==> config.mk <==
export PLATFORM = sky130hd
export DESIGN_NAME = dadder_dp_core
export DESIGN_NICKNAME = d
export VERILOG_FILES = /design/src/rtl/dadder_dp_core.sv
export SDC_FILE = /design/constraint.sdc
export NUM_CORES = 1
export LEC_CHECK = 0
export CAP_MARGIN = 20
export CELL_PAD_IN_SITES_DETAIL_PLACEMENT = 1
export CELL_PAD_IN_SITES_GLOBAL_PLACEMENT = 1
export CORE_MARGIN = 8
export CORE_UTILIZATION = 45
export DETAILED_ROUTE_END_ITERATION = 8
export DONT_BUFFER_PORTS = 1
export PLACE_DENSITY = 0.7
export RECOVER_POWER = 50
export SYNTH_ARGS = -nofsm -noshare
export SYNTH_HDL_FRONTEND = slang
export SYNTH_SLANG_ARGS = --single-unit
==> constraint.sdc <==
create_clock -name clk -period 4.3 [get_ports clk]
set_clock_uncertainty 0.05 [all_clocks]
set_input_delay 0.43 -clock clk [delete_from_list [all_inputs] [get_ports clk]]
set_output_delay 0.43 -clock clk [all_outputs]
set_load 0.005 [all_outputs]
==> src/rtl/dadder_dp_core.sv <==
// Digit-serial BCD adder/subtracter core: one digit per cycle, LSD first, sign-magnitude result.
// Optional build macro DADDER_DP_DIGIT_CHK_EN adds err_out and flags non-BCD operand digits.
module dadder_dp_core #(
    parameter int unsigned DATA_WIDTH = 32
) (
    input  logic                  clk,
    input  logic                  reset_n,
    input  logic                  vld_in,
    output logic                  rdy_in,
    input  logic                  op_in,
    input  logic [DATA_WIDTH-1:0] a_in,
    input  logic [DATA_WIDTH-1:0] b_in,
    output logic                  vld_out,
    output logic                  of_out,
    output logic [DATA_WIDTH-1:0] data_out
`ifdef DADDER_DP_DIGIT_CHK_EN
    ,
    output logic                  err_out
`endif
);

    localparam int unsigned NUM_DIGITS = DATA_WIDTH / 4;
    localparam int unsigned IDX_W      = (NUM_DIGITS > 1) ? $clog2(NUM_DIGITS) : 1;
    localparam logic [IDX_W-1:0] LAST_IDX = IDX_W'(NUM_DIGITS - 1);

    typedef enum logic [1:0] {IDLE, CALC, COMPL, OUT} state_t;

    state_t                  state, state_nxt;
    logic [DATA_WIDTH-1:0]   a_q, b_q, r_q, r_nxt;
    logic                    op_q, carry_q, carry_nxt;
    logic [IDX_W-1:0]        idx_q;
    logic                    accept, last_dig;
    logic [3:0]              opa, opb, dig;
    logic [4:0]              sum;
    logic                    rdy_d, vld_d, of_d;
    logic [DATA_WIDTH-1:0]   data_d;

    assign accept   = (state == IDLE) && vld_in && rdy_in;
    assign last_dig = (idx_q == LAST_IDX);

    // Operands and result are shift registers: digit 0 is always at [3:0], new digits enter at the top.
    always_comb begin
        opa = '0;
        opb = '0;
        if (state == COMPL) begin
            opb = 4'd9 - r_q[3:0];
        end else begin
            opa = a_q[3:0];
            opb = op_q ? (4'd9 - b_q[3:0]) : b_q[3:0];
        end
        sum = {1'b0, opa} + {1'b0, opb} + {4'b0000, carry_q};
        if (sum > 5'd9) begin
            dig       = 4'(sum - 5'd10);
            carry_nxt = 1'b1;
        end else begin
            dig       = sum[3:0];
            carry_nxt = 1'b0;
        end
        r_nxt = (r_q >> 4) | (DATA_WIDTH'(dig) << (DATA_WIDTH - 4));
    end

    always_ff @(posedge clk or negedge reset_n) begin
        if (!reset_n) state <= IDLE;
        else          state <= state_nxt;
    end

    always_comb begin
        state_nxt = state;
        case (state)
            IDLE:  if (accept) state_nxt = CALC;
            CALC:  if (last_dig) state_nxt = (op_q && !carry_nxt) ? COMPL : OUT;
            COMPL: if (last_dig) state_nxt = OUT;
            OUT:   state_nxt = IDLE;
            default: state_nxt = IDLE;
        endcase
    end

    always_ff @(posedge clk or negedge reset_n) begin
        if (!reset_n) begin
            a_q     <= '0;
            b_q     <= '0;
            r_q     <= '0;
            op_q    <= 1'b0;
            carry_q <= 1'b0;
            idx_q   <= '0;
        end else begin
            case (state)
                IDLE: if (accept) begin
                    a_q     <= a_in;
                    b_q     <= b_in;
                    op_q    <= op_in;
                    carry_q <= op_in;
                    idx_q   <= '0;
                    r_q     <= '0;
                end
                CALC: begin
                    a_q     <= a_q >> 4;
                    b_q     <= b_q >> 4;
                    r_q     <= r_nxt;
                    // Carry is preset for a possible ten's-complement pass; unused when going to OUT.
                    carry_q <= last_dig ? 1'b1 : carry_nxt;
                    idx_q   <= last_dig ? '0 : idx_q + 1'b1;
                end
                COMPL: begin
                    r_q     <= r_nxt;
                    carry_q <= carry_nxt;
                    idx_q   <= last_dig ? '0 : idx_q + 1'b1;
                end
                default: ;
            endcase
        end
    end

`ifdef DADDER_DP_DIGIT_CHK_EN
    logic illegal_q, err_d;

    function automatic logic has_bad_digit(input logic [DATA_WIDTH-1:0] v);
        for (int unsigned i = 0; i < NUM_DIGITS; i++) begin
            if (v[i*4 +: 4] > 4'd9) return 1'b1;
        end
        return 1'b0;
    endfunction

    always_ff @(posedge clk or negedge reset_n) begin
        if (!reset_n)    illegal_q <= 1'b0;
        else if (accept) illegal_q <= has_bad_digit(a_in) || has_bad_digit(b_in);
    end
`endif

    // Outputs are registered, so they are computed from the state being entered.
    always_comb begin
        rdy_d  = (state_nxt == IDLE);
        vld_d  = (state_nxt == OUT);
        data_d = data_out;
        of_d   = of_out;
        if (state_nxt == OUT) begin
            data_d = r_nxt;
            of_d   = (state == COMPL) ? 1'b1 : (op_q ? 1'b0 : carry_nxt);
        end
`ifdef DADDER_DP_DIGIT_CHK_EN
        err_d = err_out;
        if (state_nxt == OUT) begin
            err_d = illegal_q;
            if (illegal_q) begin
                data_d = '0;
                of_d   = 1'b0;
            end
        end
`endif
    end

    always_ff @(posedge clk or negedge reset_n) begin
        if (!reset_n) begin
            rdy_in   <= 1'b0;
            vld_out  <= 1'b0;
            of_out   <= 1'b0;
            data_out <= '0;
        end else begin
            rdy_in   <= rdy_d;
            vld_out  <= vld_d;
            of_out   <= of_d;
            data_out <= data_d;
        end
    end

`ifdef DADDER_DP_DIGIT_CHK_EN
    always_ff @(posedge clk or negedge reset_n) begin
        if (!reset_n) err_out <= 1'b0;
        else          err_out <= err_d;
    end
`endif

endmodule

Word-level counts from Yosys, hierarchy flattened --
Cells that the tools add are included.
Word-level totals: bits of input ports 68, logic and storage cells 63, bits in registers 138, output and inout bits 35
Cells by class: reduce and logical (&&, ||, !) cells 14, equal/unequal tests 6, bitwise logic cells 1, $lt $le $gt $ge 1, mux-type cells 24, add/subtract/negate cells 6
Operator list (number):
- $pmux 32 s2 | 3
- $mux 32 | 3
- $or 28x32->32 | 1
- $mux 4 | 4
- $pmux 2 s4 | 1
- $reduce_and 2->1 | 4
- $sub 4x4->4 const A | 2
- $eq 2x2->1 const B | 3
- $mux 1 | 6
- $mux 2 | 3
- $mux 3 | 2
- $pmux 3 s2 | 1
- $add 4x4->5 | 1
- $add 5x1->5 | 1
- $gt 5x4->1 const B | 1
- $logic_not 2->1 | 2
- $reduce_bool 2->1 | 2
- $sub 4x4->4 const B | 1
- $add 3x1->3 const B | 1
- $eq 3x3->1 const B | 1
- $logic_and 1x1->1 | 3
- $pmux 1 s3 | 1
- $reduce_bool 3->1 | 1
- $eq 2x1->1 const B | 1
- other kinds (3) | 3

Logic depth before layout (Yosys ltp) --
Gate-level depths: netlist (run 1).
word-level depth 13, gate-level depth with buffers 18, depth with buffers taken out 16

Least setup slack after synthesis (run 1) --
Ideal clock, no wire load.
kind register -> register, start point reg state[0], end point reg data_out[30], cell stages (with the launch flop) 19, arrival 3.409 ns, library setup time 0.125 ns, clock period less this slack 3.584 ns, path slack 0.716 ns, buffers on the path 2, data required time 4.125 ns, path through dfrtp_1 inv_1 ha_1 clkbuf_1 nand2_1 o21ai_0 fa_1 inv_1 fa_1 xor2_1 inv_1 ha_1 nand2_1 o31ai_1 o311ai_1 nand2_1 buf_6 inv_6 mux2_4
Between the ends: word-level cells in the longest chain between the ends 12, elaborated cells between the ends (all ways) 23, classes of those cells add/sub (3); order compare (1); eq/ne (4); mux (9); bitwise (1); reduce/logical (5)
RTL lines:
- from (decl) | RTL line 28 | state_t state, state_nxt;
- from (signal assigned) | RTL line 64 | else state <= state_nxt;
- $eq 2x2->1 | RTL line 45, 69
- $mux 4 | RTL line 45 | if (state == COMPL) begin
- $add 4x4->5 | RTL line 51 | sum = {1'b0, opa} + {1'b0, opb} + {4'b0000, carry_q};
- $add 5x1->5 | RTL line 51
- $gt 5x4->1 | RTL line 52 | if (sum > 5'd9) begin
- $mux 1 | RTL line 52
- $logic_not 1->1 | RTL line 71 | CALC: if (last_dig) state_nxt = (op_q && !carry_nxt) ? COMPL : OUT;
- $logic_and 1x1->1 | RTL line 71
- $mux 1 | RTL line 71
- $mux 2 | RTL line 71
- $pmux 2 s4 * | RTL line 69 | case (state)
- $eq 2x2->1 *
- via vld_d | RTL line 35 | logic rdy_d, vld_d, of_d;
- to (signal assigned) | RTL line 162 | data_out <= data_d;
- to (decl) | RTL line 15 | output logic [DATA_WIDTH-1:0] data_out
The timed path passes the listed nets; every way through them passes the cells marked *. A chain may end at the register's enable or synchronous reset.

Worst setup path after layout (run 1) --
start point reg state[0], end point reg data_out[18]
Between the ends: word-level cells in the longest chain between the ends 12, elaborated cells between the ends (all ways) 20, classes of those cells add/sub (2); order compare (1); eq/ne (4); mux (8); reduce/logical (5)
RTL lines:
- $eq 2x2->1 | RTL line 45, 69
- $mux 4 | RTL line 45
- $add 4x4->5 | RTL line 51
- $add 5x1->5 | RTL line 51
- $gt 5x4->1 | RTL line 52
- $mux 1 | RTL line 52
- $logic_not 1->1 | RTL line 71
- $logic_and 1x1->1 | RTL line 71
- $mux 1 | RTL line 71
- $mux 2 | RTL line 71
- $pmux 2 s4 * | RTL line 69
- $eq 2x2->1 * | RTL line 136 | if (state_nxt == OUT) begin
Mark *: on every way between the ends. The rest lies on a longest branch, timed or not.

==> run metrics, run 1 <==
status=finished, violations left; failing checks=capacitance limit, slew limit; largest net degree at the start of global routing=139; vias in the first global route=4221; via count=around 3.9k; post_cts resized=0; static leakage=3.40 nW; Rel. slew slack=-97.2%; CORE AREA=0.0137 mm^2; RSZ-0062 raised after global routing=no; max_cap viols=1; Syn Nets=598; root buffer cell=clkbuf_16; initial core utilization=~45%; CTS Buffer Depth=2; grt total ovfl=0; H-tree levels=4; initial antenna violation count=0; Worst setup EP type=flip-flop; CP Class=flip-flop to flip-flop; dpl cell area=around 0.0064 mm^2; n_diodes=0; global placement routability congestion=about 0.8; final core utilization=~51%; pre-CTS WS=0.300 ns; min Tclk post-route=4.01 ns; worst slew pin tran=2.96 ns; CTS tree=done; first-pass GRT wire length=22900 um; CP startpoint kind=flip-flop; Critical Path AT=4.25 ns; pwr dens=812 mW/mm^2; Top Ports=just over 100; fmax=250 MHz; Hold Path Class=input port to flip-flop; DRT Pass-1 Iters=4; WL per Instance=between 15 and 20 um; Syn Inst Count=515; Crit path top cell by count=inv_1; gr usage total=16.2%; Site Rows=43; Final Hold Vio Count=0; Worst VDD drop=0.413 mV; final setup vio count=0; Yosys cell types=39; Starting DRT DRC Count=170; CTS Hold Buffers Added=2; port bufs=0; DRC Markers=0; fin area=roughly 0.0070 mm^2; Via-to-Cell Ratio=roughly 5.5; Post-CTS Setup Bufs=0; Worst-path clk slew=0.06 ns; die area=0.0178 mm^2; met3 GRT Util=6.59%; GR Util met2=a little over a quarter; max-slew violations=139; routed wire length=13800 um; CP peak stage delay=around 0.41 ns; layout net count=595; total CTS buffers=17; sequential element share of the synthesized area=55.7%; crit-path max FO=14; share of layout cells above drive strength 1=16.0%; post-route setup slack=0.292 ns; width of the die=133 um; flops & latches, synth=roughly 140; Fillers=roughly 1.4k; # clock sinks=138; later-pin clock latency in the skew report=0.42 ns; antenna viol nets, final=0; area grow syn2layout=13.1%; Critical Path Slowest Stage Cell=dfrtp_1; CP Cell Sequence=inv_1 -> ha_1 -> o21ai_0 -> fa_1 -> inv_1 -> fa_1 -> xor2_1 -> inv_1 -> ha_1 -> nand2_1 -> o31ai_1 -> o311ai_1 -> nand2_2 -> buf_4 -> mux2_4; post-synthesis area per instance=about 12 um^2; busiest grt layer=met2; met1 Use GR=between 10% and 20%; Worst EP required=4.55 ns; setup TNS=0 ns; dpl hpwl=between 9000 and 10000 um; Die Y=133 um; Cell Area, Synth=0.00620 mm^2; Yosys Warn Count=0; part of the cycle the worst path needs=93.2%
[critical path, delay by kind of cell, from the launching register on]
| family | cells | cell delay, ns |
|---|---|---|
| simple gates | 2 | 0.42 |
| flops | 1 | 0.41 |
| compound gates | 3 | 0.68 |
| mux | 1 | 0.32 |
| fa+ha+maj | 4 | 1.15 |
| xor+xnor | 1 | 0.26 |
| buf+inv | 4 | 0.60 |
[cell type report]
type                       count  area (um^2)  area share (%)
multi-input combinational    331         2580            36.7
sequential                   138         3450            49.2
tap                          180          225            3.21
timing repair buffer           9         67.6           0.963
clock buffer                  22          494            7.04
clock inverter                10          138            1.96
inverter                      15         61.3           0.874
[state kept, by name, summed over array words and instances, names as in the netlist]
register	flops
carry_q	1
idx_q	3
op_q	1
a_q	32
rdy_in	1
b_q	32
of_out	1
r_q	32
data_out	32
vld_out	1
state	2
[report_power, final]
part | internal [W] | switching (W) | leakage, nW | total (W)
Combinational | 0.000883 | 0.00125 | 1.28 | 0.00214
Clock | 0.000989 | 0.000550 | 0.309 | 0.00154
Sequential | 0.00173 | 0.000293 | 1.81 | 0.00202
[Yosys cell counts]
library cell / instances / area share (%)
o21bai_1: 1 / 0.12
nand4_1: 1 / 0.10
buf_6: 3 / 0.54
mux2_2: 1 / 0.18
ha_1: 13 / 2.6
buf_1: 2 / 0.12
o31a_2: 1 / 0.16
a22o_1: 40 / 5.6
a2bb2oi_1: 2 / 0.28
o21a_1: 1 / 0.12
mux2i_1: 60 / 9.7
a31o_2: 1 / 0.14
o2bb2ai_1: 1 / 0.14
nor3_1: 4 / 0.32
nand2_1: 71 / 4.3
clkbuf_2: 1 / 0.081
a31oi_1: 2 / 0.20
fa_1: 2 / 0.65
buf_2: 3 / 0.24
and3_1: 1 / 0.10
clkbuf_1: 22 / 1.3
o31ai_1: 2 / 0.24
dfrtp_1: 138 / 56
inv_6: 1 / 0.14
o22a_1: 1 / 0.14
xor2_1: 4 / 0.56
or3_1: 1 / 0.10
and3b_4: 1 / 0.20
a21o_2: 3 / 0.42
nor2_1: 5 / 0.30
nand3_1: 1 / 0.081
o21ai_0: 64 / 5.2
nor2b_1: 3 / 0.30
o311ai_1: 1 / 0.14
mux2_4: 31 / 7.5
nand2b_1: 2 / 0.20
o2111ai_1: 1 / 0.14
inv_1: 14 / 0.85
a21oi_1: 9 / 0.73
[cells in the final DEF, fill, tap and decap left out, types with 4 or more instances in the layout]
cell type  count
o21ai_0       64
inv_1         14
nand2_1       70
buf_4          7
a21oi_1        6
clkbuf_16     17
clkbuf_8       5
nor2_1         5
mux2_4        31
xor2_1         4
dfrtp_1      138
nor3_1         4
ha_1          12
a22o_1        40
mux2i_1       60
[routing by layer]
metal  part of all wire (%)  up-vias
met2                     50      102
met1                     40     1944
met5                      0        -
met3                    7.2       25
met4                    2.3        0
li1                       -     1820
[path summary, 6_finish.rpt]
| kind | startpoint | slack (ns) | cells after the start | end |
|---|---|---|---|---|
| min in group asynchronous | reset_n | 1.49 | 2 | data_out[11] |
| setup reg to reg | state[0] | 0.29 | 15 | data_out[18] |
| hold / removal | a_in[29] | 0.09 | 1 | a_q[29] |
| setup / recovery | state[0] | 0.29 | 15 | data_out[18] |
| max in group asynchronous | reset_n | 0.95 | 2 | a_q[10] |
| hold reg to reg | a_q[2] | 0.42 | 2 | a_q[2] |
[cell families (layout without fill, tap and decap cells)]
family,Yosys count,in the layout,synth area share (%)
buf+inv,46,56,3.31
compound gates,130,130,13.8
xor+xnor,4,4,0.565
fa+ha+maj,15,15,3.27
simple gates,90,90,6.01
mux,92,92,17.4
flops,138,138,55.7
[stage by stage]
step	total power, W	hold WS, ns	std cells
after floorplan	0.00362	0.0844	515
after global placement	0.00404	0.0906	671
after detailed placement	0.00419	0.0883	671
after CTS	0.00578	0.0708	705
after global routing	0.00611	0.0715	705
final	0.00570	0.0887	705
Note: power is estimated with default switching activity, not from simulation.
==> run 2: changes to the inputs <==
--- a/config.mk
+++ b/config.mk
@@ -8,7 +8,7 @@
 export CAP_MARGIN = 20
 export CELL_PAD_IN_SITES_DETAIL_PLACEMENT = 1
 export CELL_PAD_IN_SITES_GLOBAL_PLACEMENT = 1
-export CORE_MARGIN = 8
+export CORE_MARGIN = 5
 export CORE_UTILIZATION = 45
 export DETAILED_ROUTE_END_ITERATION = 8
 export DONT_BUFFER_PORTS = 1
==> run metrics, run 2 (same netlist as run 1, synthesis figures left out) <==
# clock sinks=138 (unchanged); total CTS buffers=17 (unchanged); H-tree levels=4 (unchanged); DRT Pass-1 Iters=4 (unchanged); largest net degree at the start of global routing=139 (unchanged); FF-to-FF End=data_out[27] (was data_out[18]); Critical Path AT=4.34 ns (was 4.25 ns); Switching Fraction=36.9% (was 36.8%); grt total ovfl=0 (unchanged); CP Class=flip-flop to flip-flop (unchanged); port bufs=0 (unchanged); Worst-path clk slew=0.06 ns (about the same); Site Rows=43 (unchanged); met3 GRT Util=6.65% (was 6.59%); initial core utilization=45.2% (was 45.4%); RSZ-0062 raised after global routing=no (unchanged); fmax=245 MHz (was 250 MHz); later-pin clock latency in the skew report=0.42 ns (about the same); GR Util met2=29.8% (was 26.5%); fin area=0.00700 mm^2 (was 0.00702 mm^2); CORE AREA=0.0137 mm^2 (about the same); area grow syn2layout=12.9% (was 13.1%); layout net count=595 (unchanged); CP Cell Sequence=inv_1 -> ha_2 -> o21ai_0 -> fa_1 -> inv_1 -> fa_1 -> xor2_1 -> inv_1 -> ha_1 -> nand2_1 -> o31ai_1 -> o311ai_1 -> nand2_2 -> buf_4 -> mux2_4 (was inv_1 -> ha_1 -> o21ai_0 -> fa_1 -> inv_1 -> fa_1 -> xor2_1 -> inv_1 -> ha_1 -> nand2_1 -> o31ai_1 -> o311ai_1 -> nand2_2 -> buf_4 -> mux2_4); part of the power in registers=35.6% (was 35.5%); via count=3888 (was 3891); first-pass GRT wire length=22500 um (was 22900 um); dpl hpwl=9320 um (was 9500 um); crit-path max FO=24 (was 14); worst slew pin tran=3.04 ns (was 2.96 ns); routed wire length=13600 um (was 13800 um); Layout Cells excl Fill=705 (unchanged); CP peak stage delay=0.41 ns (about the same); reg2reg setup slack=0.21 ns (was 0.29 ns); Post-CTS Setup Bufs=0 (unchanged); gr usage total=17.5% (was 16.2%); status=finished, violations left (unchanged); final core utilization=51.0% (was 51.3%); static leakage=3.38 nW (was 3.40 nW); die area=0.0162 mm^2 (was 0.0178 mm^2); Worst setup EP type=flip-flop (unchanged); CTS Buffer Depth=2 (unchanged); initial antenna violation count=0 (unchanged); CP startpoint=state[0] (unchanged); busiest grt layer=met2 (unchanged); share of layout cells above drive strength 1=16.2% (was 16.0%); dpl cell area=0.00637 mm^2 (unchanged); multi-input combinational cell area=0.00258 mm^2 (about the same); max_cap viols=1 (unchanged); Fillers=1423 (was 1448); Worst VDD drop=0.318 mV (was 0.413 mV); buffer and inverter count on the worst path=4 (unchanged); DRC Markers=0 (unchanged); root buffer cell=clkbuf_16 (unchanged); Rel. slew slack=-103% (was -97.2%); total internal power=0.00357 W (was 0.00360 W); family with the most delay on the worst path=adder cells (unchanged); antenna viol nets, final=0 (unchanged); Comb power frac=38.0% (was 37.5%); reg2reg path depth=15 (unchanged); global placement routability congestion=0.780 (was 0.821); Final Hold Vio Count=0 (unchanged); Crit Reg-Reg Startpoint=state[0] (unchanged); pwr dens=809 mW/mm^2 (was 812 mW/mm^2); vias in the first global route=4350 (was 4221); min Tclk post-route=4.09 ns (was 4.01 ns); Cells after DPL=671 (unchanged); CP startpoint kind=flip-flop (unchanged); failing checks=capacitance limit, slew limit (unchanged); width of the die=127 um (was 133 um); Hold Path Class=input port to flip-flop (unchanged); met1 Use GR=19.8% (was 18.1%); CTS tree=done (unchanged); Starting DRT DRC Count=257 (was 170); WL per Instance=19.3 um (was 19.6 um); Crit path top cell by count=inv_1 (unchanged); part of the cycle the worst path needs=95.1% (was 93.2%); Critical Path Slowest Stage Cell=dfrtp_1 (unchanged); Worst EP required=4.55 ns (about the same); Psw=0.00209 W (was 0.00210 W); Die Y=127 um (was 133 um); commonest non-fill, non-tap cell in the layout=dfrtp_1 (unchanged); max-slew violations=139 (unchanged); number of cells on the critical path=15 (unchanged); final setup vio count=0 (unchanged); commonest non-fill, non-tap cells in the layout=dfrtp_1 (138), nand2_1 (70), o21ai_0 (64), mux2i_1 (60), a22o_1 (40) (unchanged); n_diodes=0 (unchanged); Via-to-Cell Ratio=5.51 (was 5.52); Hold Slack=0.0901 ns (was 0.0887 ns); Top Ports=103 (unchanged); clock share of power=26.4% (was 27.0%); crit path capture=data_out[27] (was data_out[18]); setup TNS=0 ns (unchanged); Reg area=0.00345 mm^2 (unchanged)
[run 2: cell count changes in the layout (fill, tap and decap cells not counted), sizes merged]
cell	change
clkbuf	-2
clkinv	+2
clkinvlp	+1
inv	-1
[run 2: power groups by stage]
stage,sequential (W),clock (W),combinational (W)
floorplan,0.00193,0,0.00169
global placement,0.00202,0,0.00203
detailed placement,0.00205,0,0.00215
CTS,0.00203,0.00153,0.00220
global route,0.00208,0.00159,0.00241
finish,0.00202,0.00150,0.00215
[run 2: worst min-delay path by stage]
stage                     slack (ns)      endpoint  cells after the start     start
after floorplan                 0.08        a_q[0]                      0   reset_n
after global placement          0.09  data_out[12]                      0   reset_n
after detailed placement        0.09  data_out[12]                      0   reset_n
after CTS                       0.07       a_q[29]                      1  a_in[29]
after global routing            0.07       b_q[28]                      1  b_in[28]
final                           0.09       a_q[29]                      1  a_in[29]
[run 2: cell type report]
cell class | instances | share of cell area, %
repair buffers | 9 | 0.965
inverters | 15 | 0.876
flip-flops and latches | 138 | 49.3
clock inverters | 12 | 2.09
well taps | 180 | 3.22
multi-input cells | 331 | 36.9
clock buffers | 20 | 6.67
[run 2: metrics by stage]
| step | setup WS (ns) | total power [W] |
|---|---|---|
| after floorplan | 0.716 | 0.00362 |
| after global placement | 0.466 | 0.00405 |
| after detailed placement | 0.188 | 0.00420 |
| after CTS | 0.106 | 0.00576 |
| after global routing | 0.0185 | 0.00608 |
| final | 0.211 | 0.00567 |
[run 2: per-layer routing]
metal	routed length [um]	up-vias
met4	247	0
met3	957	18
li1	-	1819
met2	6930	97
met5	0	-
met1	5470	1954
[run 2: timing repair]
action / 4_1_cts / 5_1_grt
resized for setup: 0 / 1
setup endpoints to repair: 0 / 23
endpoints found under the hold margin: 138 / 0
hold buffers: 2 / 0
==> run 3: changes to the inputs <==
--- a/config.mk
+++ b/config.mk
@@ -5,6 +5,7 @@
 export SDC_FILE = /design/constraint.sdc
 export NUM_CORES = 1
 export LEC_CHECK = 0
+export ABC_AREA = 1
 export CAP_MARGIN = 20
 export CELL_PAD_IN_SITES_DETAIL_PLACEMENT = 1
 export CELL_PAD_IN_SITES_GLOBAL_PLACEMENT = 1
@@ -12,7 +13,7 @@
 export CORE_UTILIZATION = 45
 export DETAILED_ROUTE_END_ITERATION = 8
 export DONT_BUFFER_PORTS = 1
-export PLACE_DENSITY = 0.7
+export PLACE_DENSITY = 0.74
 export RECOVER_POWER = 50
 export SYNTH_ARGS = -nofsm -noshare
 export SYNTH_HDL_FRONTEND = slang
==> run metrics, run 3 <==
status=finished, violations left (unchanged); failing checks=capacitance limit, slew limit (unchanged); total CTS buffers=17 (unchanged); CP peak stage delay=0.54 ns (was 0.41 ns); CTS Buffer Depth=2 (unchanged); dpl hpwl=10200 um (was 9320 um); Crit Reg-Reg Startpoint=state[0] (unchanged); most numerous cell in the Yosys netlist=nand2_1 (was dfrtp_1); Post-CTS Setup Bufs=0 (unchanged); n_diodes=0 (unchanged); share of layout cells above drive strength 1=7.59% (was 16.2%); die area=0.0165 mm^2 (was 0.0162 mm^2); Syn Nets=815 (was 598); cell taking the most area after synthesis=dfrtp_1 (unchanged); port bufs=0 (unchanged); via count=4956 (was 3888); WL per Instance=17.4 um (was 19.3 um); synth cell count leaders=nand2_1 (206), dfrtp_1 (138), inv_1 (73) (was dfrtp_1 (138), nand2_1 (71), o21ai_0 (64)); Cell Area, Synth=0.00631 mm^2 (was 0.00620 mm^2); area grow syn2layout=12.8% (was 12.9%); setup TNS=0 ns (unchanged); Worst EP required=4.55 ns (about the same); root buffer cell=clkbuf_16 (unchanged); final core utilization=51.5% (was 51.0%); reg2reg setup slack=0.39 ns (was 0.21 ns); final setup vio count=0 (unchanged); commonest non-fill, non-tap cell in the layout=nand2_1 (was dfrtp_1); min Tclk post-route=3.91 ns (was 4.09 ns); flops & latches, synth=138 (unchanged); Fillers=1588 (was 1423); Yosys Warn Count=0 (unchanged); fmax=256 MHz (was 245 MHz); hold path startpoint=op_in (was a_in[29]); sequential element share of the synthesized area=54.7% (was 55.7%); Crit path top cell by count=inv_1 (unchanged); crit path capture=data_out[19] (was data_out[27]); initial core utilization=45.6% (was 45.2%); first-pass GRT wire length=26200 um (was 22500 um); largest net degree at the start of global routing=139 (unchanged); Final Hold Vio Count=0 (unchanged); # clock sinks=138 (unchanged); static leakage=3.38 nW (about the same); top cells by area, synth=dfrtp_1 (55%), nand2_1 (12%), a31oi_1 (5.7%), inv_1 (4.3%), nor2_1 (4.0%) (was dfrtp_1 (56%), mux2i_1 (9.7%), mux2_4 (7.5%), a22o_1 (5.6%), o21ai_0 (5.2%)); routed wire length=15700 um (was 13600 um); part of the cycle the worst path needs=90.9% (was 95.1%); commonest non-fill, non-tap cells in the layout=nand2_1 (206), dfrtp_1 (138), inv_1 (72), nor2_1 (68), a31oi_1 (57) (was dfrtp_1 (138), nand2_1 (70), o21ai_0 (64), mux2i_1 (60), a22o_1 (40)); Via-to-Cell Ratio=5.48 (was 5.51); global placement routability congestion=0.821 (was 0.780); post-synthesis area per instance=8.62 um^2 (was 12.0 um^2); width of the die=128 um (was 127 um); H-tree levels=4 (unchanged); DRC Markers=0 (unchanged); Yosys top cell area share=54.7% (was 55.7%); layout net count=795 (was 595); reg2reg path depth=18 (was 15); gr usage total=20.0% (was 17.5%); Async SR Flop Fraction=100% (unchanged); max_cap viols=1 (unchanged); Worst-path clk slew=0.06 ns (about the same); Critical Path AT=4.16 ns (was 4.34 ns); Syn Inst Count=732 (was 515); antenna viol nets, final=0 (unchanged); initial antenna violation count=0 (unchanged); RSZ-0062 raised after global routing=no (unchanged); pwr dens=1000 mW/mm^2 (was 809 mW/mm^2); CP Cell Sequence=inv_1 -> ha_1 -> inv_1 -> a31oi_1 -> fa_1 -> inv_1 -> fa_1 -> inv_1 -> ha_1 -> nand2_1 -> a21boi_1 -> nand2_2 -> nand3_2 -> nand2_2 -> nand2_8 -> nand3_4 -> nand2_1 -> nand2_1 (was inv_1 -> ha_2 -> o21ai_0 -> fa_1 -> inv_1 -> fa_1 -> xor2_1 -> inv_1 -> ha_1 -> nand2_1 -> o31ai_1 -> o311ai_1 -> nand2_2 -> buf_4 -> mux2_4); Site Rows=43 (unchanged); crit-path max FO=35 (was 24); worst slew pin tran=3.09 ns (was 3.04 ns); Top Ports=103 (unchanged); Hold Path Class=input port to flip-flop (unchanged); Die Y=128 um (was 127 um); CP startpoint kind=flip-flop (unchanged); family with the most delay on the worst path=adder cells (unchanged); Yosys cell types=31 (was 39); max-slew violations=139 (unchanged); number of enable flip-flop cells after synthesis=0 (unchanged); CORE AREA=0.0138 mm^2 (was 0.0137 mm^2); DRT Pass-1 Iters=4 (unchanged); later-pin clock latency in the skew report=0.42 ns (about the same); FF-to-FF End=data_out[19] (was data_out[27]); CP Class=flip-flop to flip-flop (unchanged); buffer and inverter count on the worst path=4 (unchanged); CP startpoint=state[0] (unchanged); number of cells on the critical path=18 (was 15); Rel. slew slack=-106% (was -103%); top_reg_cell synth=dfrtp_1 (unchanged); Starting DRT DRC Count=272 (was 257); grt total ovfl=0 (unchanged); Worst setup EP type=flip-flop (unchanged); CTS tree=done (unchanged); vias in the first global route=5291 (was 4350); Critical Path Slowest Stage Cell=fa_1 (was dfrtp_1); Worst VDD drop=0.471 mV (was 0.318 mV)
-- run 3: worst min-delay path by stage --
stage               slack (ns)  depth (start not counted)          end
detailed placement        0.09                          0  data_out[9]
CTS                       0.07                          2         op_q
finish                    0.09                          2         op_q
global placement          0.09                          0  data_out[9]
global route              0.08                          2         op_q
floorplan                 0.08                          0       a_q[0]
-- run 3: area by class of cell --
cell class              instances  area [um^2]  share of cell area [%]
repair buffers                  8         60.1                   0.844
clock buffers                  17          425                    5.98
flip-flops and latches        138         3450                    48.5
well taps                     180          225                    3.17
multi-input cells             474         2400                    33.8
inverters                      73          274                    3.85
clock inverters                15          272                    3.82
-- run 3: repair_timing --
item | in CTS | in global routing
hold buffers | 2 | 0
endpoints found under the setup margin | 0 | 34
endpoints found under the hold margin | 138 | 0
gates resized for setup | 0 | 2
-- run 3: per-layer routing --
layer | part of all wire (%) | global-route usage [%]
met5 | 0 | 0
met4 | 1.6 | 6.62
met3 | 5.7 | 6.60
met2 | 51 | 34.1
met1 | 42 | 23.8
-- run 3: kinds of logic (layout without fill, tap and decap cells) --
logic type,count (synthesis),after routing,share of synthesized area [%]
AOI/OAI and AO/OA,122,122,11.8
DFF,138,138,54.7
and+or+nand+nor,336,337,22.4
buffers and inverters,121,113,7.85
adders and majority gates,15,15,3.21
-- run 3: through the flow --
stage,total power [W],area (um^2),std cells,hold slack (ns),setup slack [ns]
after floorplan,0.00457,6310,732,0.0844,1.16
after global placement,0.00510,6380,870,0.0891,0.488
after detailed placement,0.00534,6380,870,0.0894,0.177
after CTS,0.00716,7110,904,0.0726,0.122
after global routing,0.00771,7110,905,0.0792,0.105
final,0.00713,7110,905,0.0900,0.390
-- run 3: power by group --
part           total [W]  internal (W)  switching [W]
clock            0.00172       0.00115       0.000577
sequential       0.00225       0.00190       0.000353
combinational    0.00316      0.000998        0.00216
